==> src/rtl/pc_next_unit_pkg.sv <==
// Shared encodings for the next-PC unit: branch opcodes, FSM states, fetch step.
package pc_next_unit_pkg;

    typedef enum logic [3:0] {
        BR_NONE = 4'b0000,
        BR_JAL  = 4'b0001,
        BR_JALR = 4'b0010,
        BR_BEQ  = 4'b1000,
        BR_BNE  = 4'b1001,
        BR_BLT  = 4'b1100,
        BR_BGE  = 4'b1101,
        BR_BLTU = 4'b1110,
        BR_BGEU = 4'b1111
    } br_op_e;

    typedef enum logic [1:0] {
        ST_BOOT = 2'd0,
        ST_RUN  = 2'd1,
        ST_HALT = 2'd2
    } state_e;

    localparam int unsigned INSN_BYTES = 4;

endpackage

==> src/rtl/pc_next_unit_br_cond.sv <==
// Branch condition evaluation: combinational, zero latency, no handshake.
// Unlisted opcodes and in_valid=0 both resolve to not-taken.
module pc_next_unit_br_cond
    import pc_next_unit_pkg::*;
#(
    parameter int XLEN = 32
) (
    input  logic            in_valid,
    input  logic [3:0]      br_op,
    input  logic [XLEN-1:0] rs1,
    input  logic [XLEN-1:0] rs2,
    output logic            taken
);

    always_comb begin
        taken = 1'b0;
        if (in_valid) begin
            case (br_op)
                BR_JAL, BR_JALR: taken = 1'b1;
                BR_BEQ:          taken = (rs1 == rs2);
                BR_BNE:          taken = (rs1 != rs2);
                BR_BLT:          taken = ($signed(rs1) <  $signed(rs2));
                BR_BGE:          taken = ($signed(rs1) >= $signed(rs2));
                BR_BLTU:         taken = (rs1 <  rs2);
                BR_BGEU:         taken = (rs1 >= rs2);
                default:         taken = 1'b0;
            endcase
        end
    end

endmodule

==> src/rtl/pc_next_unit.sv <==
// Registered fetch-PC generator: redirects and pulses appear one clock after the cause.
// pc advances only when fetch asserts pc_ready; redirects override pc regardless.
module pc_next_unit
    import pc_next_unit_pkg::*;
#(
    parameter int          XLEN     = 32,
    parameter logic [31:0] RESET_PC = 32'h8000_0000,
    parameter int          CNT_W    = 32
) (
    input  logic             clk,
    input  logic             rst_n,
    input  logic             in_valid,
    input  logic [3:0]       br_op,
    input  logic [XLEN-1:0]  ex_pc,
    input  logic [XLEN-1:0]  rs1,
    input  logic [XLEN-1:0]  rs2,
    input  logic [XLEN-1:0]  imm,
    input  logic             csr_redirect,
    input  logic [XLEN-1:0]  csr_target,
    input  logic             halt,
    input  logic             pc_ready,
    output logic [XLEN-1:0]  pc,
    output logic             pc_valid,
    output logic             flush,
    output logic             exc_misaligned,
    output logic [XLEN-1:0]  exc_tval,
    output logic [CNT_W-1:0] cnt_branch,
    output logic [CNT_W-1:0] cnt_taken
);

    state_e             state_q, state_d;
    logic [XLEN-1:0]    pc_q, pc_d;
    logic               pc_valid_q, pc_valid_d;
    logic               flush_q, flush_d;
    logic               exc_q, exc_d;
    logic [XLEN-1:0]    tval_q, tval_d;
    logic [CNT_W-1:0]   cnt_branch_q, cnt_branch_d;
    logic [CNT_W-1:0]   cnt_taken_q, cnt_taken_d;

    logic               taken;
    logic [XLEN-1:0]    jalr_sum;
    logic [XLEN-1:0]    target;
    logic               aligned;

    pc_next_unit_br_cond #(.XLEN(XLEN)) u_br_cond (
        .in_valid (in_valid),
        .br_op    (br_op),
        .rs1      (rs1),
        .rs2      (rs2),
        .taken    (taken)
    );

    assign jalr_sum = rs1 + imm;
    assign target   = (br_op == BR_JALR) ? (jalr_sum & ~XLEN'(1)) : (ex_pc + imm);
    assign aligned  = (target[1:0] == 2'b00);

    always_comb begin
        state_d      = state_q;
        pc_d         = pc_q;
        pc_valid_d   = pc_valid_q;
        flush_d      = 1'b0;
        exc_d        = 1'b0;
        tval_d       = tval_q;
        cnt_branch_d = cnt_branch_q;
        cnt_taken_d  = cnt_taken_q;
        case (state_q)
            ST_BOOT: begin
                state_d    = ST_RUN;
                pc_valid_d = 1'b1;
            end
            ST_RUN: begin
                if (halt) begin
                    state_d    = ST_HALT;
                    pc_valid_d = 1'b0;
                end else begin
                    // Statistics count the resolved branch even when a CSR redirect wins.
                    if (in_valid && br_op[3]) begin
                        cnt_branch_d = cnt_branch_q + CNT_W'(1);
                        if (taken) cnt_taken_d = cnt_taken_q + CNT_W'(1);
                    end
                    if (csr_redirect) begin
                        pc_d    = csr_target;
                        flush_d = 1'b1;
                    end else if (taken && aligned) begin
                        pc_d    = target;
                        flush_d = 1'b1;
                    end else begin
                        if (taken) begin
                            exc_d  = 1'b1;
                            tval_d = target;
                        end
                        if (pc_ready) pc_d = pc_q + XLEN'(INSN_BYTES);
                    end
                end
            end
            ST_HALT: pc_valid_d = 1'b0;
            default: begin
                state_d    = ST_BOOT;
                pc_valid_d = 1'b0;
            end
        endcase
    end

    always_ff @(posedge clk) begin
        if (!rst_n) begin
            state_q      <= ST_BOOT;
            pc_q         <= XLEN'(RESET_PC);
            pc_valid_q   <= 1'b0;
            flush_q      <= 1'b0;
            exc_q        <= 1'b0;
            tval_q       <= '0;
            cnt_branch_q <= '0;
            cnt_taken_q  <= '0;
        end else begin
            state_q      <= state_d;
            pc_q         <= pc_d;
            pc_valid_q   <= pc_valid_d;
            flush_q      <= flush_d;
            exc_q        <= exc_d;
            tval_q       <= tval_d;
            cnt_branch_q <= cnt_branch_d;
            cnt_taken_q  <= cnt_taken_d;
        end
    end

    assign pc             = pc_q;
    assign pc_valid       = pc_valid_q;
    assign flush          = flush_q;
    assign exc_misaligned = exc_q;
    assign exc_tval       = tval_q;
    assign cnt_branch     = cnt_branch_q;
    assign cnt_taken      = cnt_taken_q;

endmodule
==> config.mk <==
export PLATFORM = sky130hd
export DESIGN_NAME = pc_next_unit
export DESIGN_NICKNAME = d
export VERILOG_FILES = /design/src/rtl/pc_next_unit_pkg.sv /design/src/rtl/pc_next_unit_br_cond.sv /design/src/rtl/pc_next_unit.sv
export SDC_FILE = /design/constraint.sdc
export NUM_CORES = 1
export LEC_CHECK = 0
export ABC_AREA = 1
export CAP_MARGIN = 20
export CORE_MARGIN = 10
export CORE_UTILIZATION = 35
export CTS_BUF_LIST = sky130_fd_sc_hd__clkbuf_4
export DETAILED_ROUTE_END_ITERATION = 7
export PLACE_DENSITY_LB_ADDON = 0.25
export RECOVER_POWER = 25
export SKIP_CTS_REPAIR_TIMING = 1
export SLEW_MARGIN = 25
export SYNTH_ARGS = -nofsm -noshare
export SYNTH_HDL_FRONTEND = slang
export SYNTH_SLANG_ARGS = --single-unit
==> constraint.sdc <==
create_clock -name clk -period 7.9 [get_ports clk]
set_clock_uncertainty 0.2 [all_clocks]
set_input_delay 0.79 -clock clk [delete_from_list [all_inputs] [get_ports clk]]
set_output_delay 0.79 -clock clk [all_outputs]
set_load 0.05 [all_outputs]
==> impl_metrics.csv <==
group,metric,value,unit
status,status,"complete, but fails checks",
status,violations,"max-capacitance violations, max-slew violations",
sta,min_period,5.21,ns
power,powerDensity,122,nW/um^2
synthesis,synth_area,12300,sq um
detailed_routing,drtIter0Drc,896,
clocking,cts.sinks,133,
detailed_routing,wl_per_cell,18.1,um
critical_path,critPathCaptureType,"register",
floorplan,start_util,0.356,
place,pre_cts_ws,2.15,ns
synthesis,synth_nets,2317,
sta,fin_ws,2.69,ns
critical_path,startpoint,"br_op[3]",
cells_and_area,instances_no_fill,2790,
power,power,1.96,mW
sta,worstMarginPinSlew,1.72,ns
floorplan,fp.dieArea,43200,sq um
detailed_routing,postRouteWirelength,50.5,mm
grt,grt_pass1_vias,13900,
min_path,hp-class,"register to register",
grt,grt-ovfl-total,0,
synthesis,ys_ff_latch,133,
grt,grt_max_degree,86,
sta,rsz0062_at_grt,"false",
synthesis,syn_avg_cell_area,6.02,sq um
floorplan,io_pins,301,
grt,use_met3,0.0421,
grt,grt_pass1_wl,78.2,mm
synthesis,ys_seq_area_frac,0.216,
detailed_routing,first_pass_iters,6,
synthesis,synth_warnings,0,
cells_and_area,layout.nets,2589,
critical_path,cp-start-kind,"primary input",
synthesis,ys.flop_type,"dfxtp_1",
floorplan,row_count,68,
power,irDropWorstVdd,0.0933,mV
clocking,clkSlewWorstSetupHoldPaths,0.13,ns
critical_path,cpMaxStageDelayCell,"inv_1",
grt,met2_usage,0.390,
sta,finalSetupTns,0,ns
clocking,cts_buffers,17,
grt,grt_use_met1,0.276,
floorplan,fp.dieH,208,um
critical_path,r2r-end,"cnt_branch[28]",
detailed_routing,num_vias,14500,
flow_run,max_cap_viol_count,1,
cells_and_area,final_common_cell,"nand2_1",
cells_and_area,drive_gt1_frac,0.0321,
floorplan,core_area,34600,sq um
sta,max_freq,0.192,GHz
cells_and_area,fin_area,16000,sq um
critical_path,reg2reg_from,"state_q[0]",
place,placed_cell_area,15700,sq um
power,leakage,7.03,nW
sta,period_share,0.660,
sta,finalMaxSlewViolations,34,
synthesis,synth_edf_count,0,
synthesis,syn_inst,2049,
clocking,cts_root_buffer,"clkbuf_4",
critical_path,crit_family,"simple AND/OR/NAND/NOR gates",
clocking,cts_tree,"done",
clocking,ctsHtreeMaxLevel,4,
critical_path,crit_buf_inv,5,
detailed_routing,drc,0,
critical_path,critPathKind,"primary input to register",
sta,setup_viol,0,
critical_path,crit_end,"exc_tval[22]",
critical_path,crit_fanout,47,
detailed_routing,routed_via_density,5.20,
critical_path,regToRegSetupSlack,4.64,ns
critical_path,worstPathRequired,8.20,ns
sta,relSlewSlack,-0.148,
grt,antenna_found_initial,1,
critical_path,cp.arrival,5.51,ns
place,hpwl,42.0,mm
clocking,clk_latency,0.58,ns
synthesis,yosysUniqueCellTypes,48,
place,io_buffers,300,
floorplan,die_w,208,um
place,gp_congestion,0.946,
synthesis,async_reset_ff_frac,0,
critical_path,max_stage_delay,0.78,ns
cells_and_area,syn_to_final_growth,29.7,%
cells_and_area,fillCellCount,3649,
grt,track_usage,0.223,
clocking,clockBufferDepth,2,
critical_path,crit_chain,"clkdlybuf4s50_1 > nor2_1 > inv_1 > nor3_4 > buf_4 > inv_1 > o21ai_0 > nor2_1 > nand2_1 > nor2_2 > nand3_4 > nand3_2 > nand2_4 > nor2_4 > buf_4 > o21ai_1 > a21oi_2",
critical_path,path_depth,17,
cells_and_area,layout_common_cells,"nand2_1 (489), inv_1 (270), clkdlybuf4s50_1 (252), nor2_1 (249), a21oi_1 (174)",
detailed_routing,drtAntennaViolNets,0,
grt,busiest_layer,"met2",
place,dpl.cell_count,2757,
sta,hold_viol,0,
critical_path,reg2reg_depth,13,
==> power by group <==
group	leakage [nW]	switching (mW)	internal, mW	total, mW
sequential	1.08	0.0249	0.690	0.715
clock	0.160	0.303	0.195	0.498
combinational	5.80	0.470	0.274	0.744
==> cell families after synthesis <==
logic type / share of synthesized area
compound gates: 0.172
buf+inv: 0.105
flops: 0.216
simple gates: 0.360
fa+ha+maj: 0.101
xor+xnor: 0.0461
mux: 0.000811
==> cell type report <==
cell class	instances	area, sq um	area share
antenna	1	2.50	0.000156
clock buffer	17	128	0.00797
clock inverter	15	165	0.0103
inverter	274	1030	0.0642
multi-input combinational	1587	8400	0.525
sequential	133	2660	0.166
tap	455	569	0.0356
timing repair buffer	308	3050	0.191
==> layer usage <==
layer | routed length [um] | share of wire
met1 | 21800 | 0.43
met3 | 3320 | 0.066
met2 | 24500 | 0.48
met5 | 0 | 0
met4 | 954 | 0.019
==> worst min-delay path by stage <==
stage                    start          to  slack [ns]  cells past startpoint
floorplan           state_q[0]  state_q[1]        0.33                      3
global placement         pc[1]       pc[1]        0.26                      2
detailed placement       pc[1]       pc[1]        0.26                      2
CTS                      pc[1]       pc[1]        0.28                      2
global route             pc[1]       pc[1]        0.31                      2
finish                   pc[1]       pc[1]        0.28                      2
==> per-stage QoR <==
| stage | hold WS [ns] | utilization |
|---|---|---|
| 2_1_floorplan | 0.328 | - |
| 3_3_place_gp | 0.262 | 0.454 |
| 3_5_place_dp | 0.261 | 0.454 |
| 4_1_cts | 0.279 | 0.462 |
| 5_1_grt | 0.312 | 0.462 |
| 6_report | 0.279 | 0.462 |
==> state kept, by name (all words and copies together), names as in the netlist <==
name and flops:
pc 32, flush 1, pc_valid 1, cnt_branch 32
exc_misaligned 1, state_q 2, exc_tval 32, cnt_taken 32
==> synth_stat cells (13+ instances only) <==
| master | number | area (sq um) |
|---|---|---|
| nand2_1 | 489 | 1840 |
| inv_1 | 269 | 1010 |
| nor2_1 | 250 | 938 |
| a21oi_1 | 174 | 871 |
| o21ai_0 | 135 | 676 |
| dfxtp_1 | 133 | 2660 |
| nand3_1 | 130 | 651 |
| ha_1 | 96 | 1200 |
| nand4_1 | 59 | 369 |
| xor2_1 | 52 | 455 |
| nor3_1 | 51 | 255 |
| clkbuf_1 | 32 | 120 |
| o21ai_1 | 18 | 90.1 |
| o21a_1 | 14 | 105 |
| o21bai_1 | 13 | 97.6 |
| xnor2_1 | 13 | 114 |
==> worst reg2reg max path: stages (launching register included) <==
cell,delay [ns]
dfxtp_1,0.35
inv_1,0.05
nor2_1,0.08
nand2_1,0.14
nor2_1,0.19
nand2_1,0.19
nor4_1,0.52
nand3_1,0.35
inv_1,0.18
nand3_1,0.13
nor4_1,0.38
nand2_1,0.14
xor2_1,0.15
nor2_1,0.05
(Power assumes the default switching activity.)
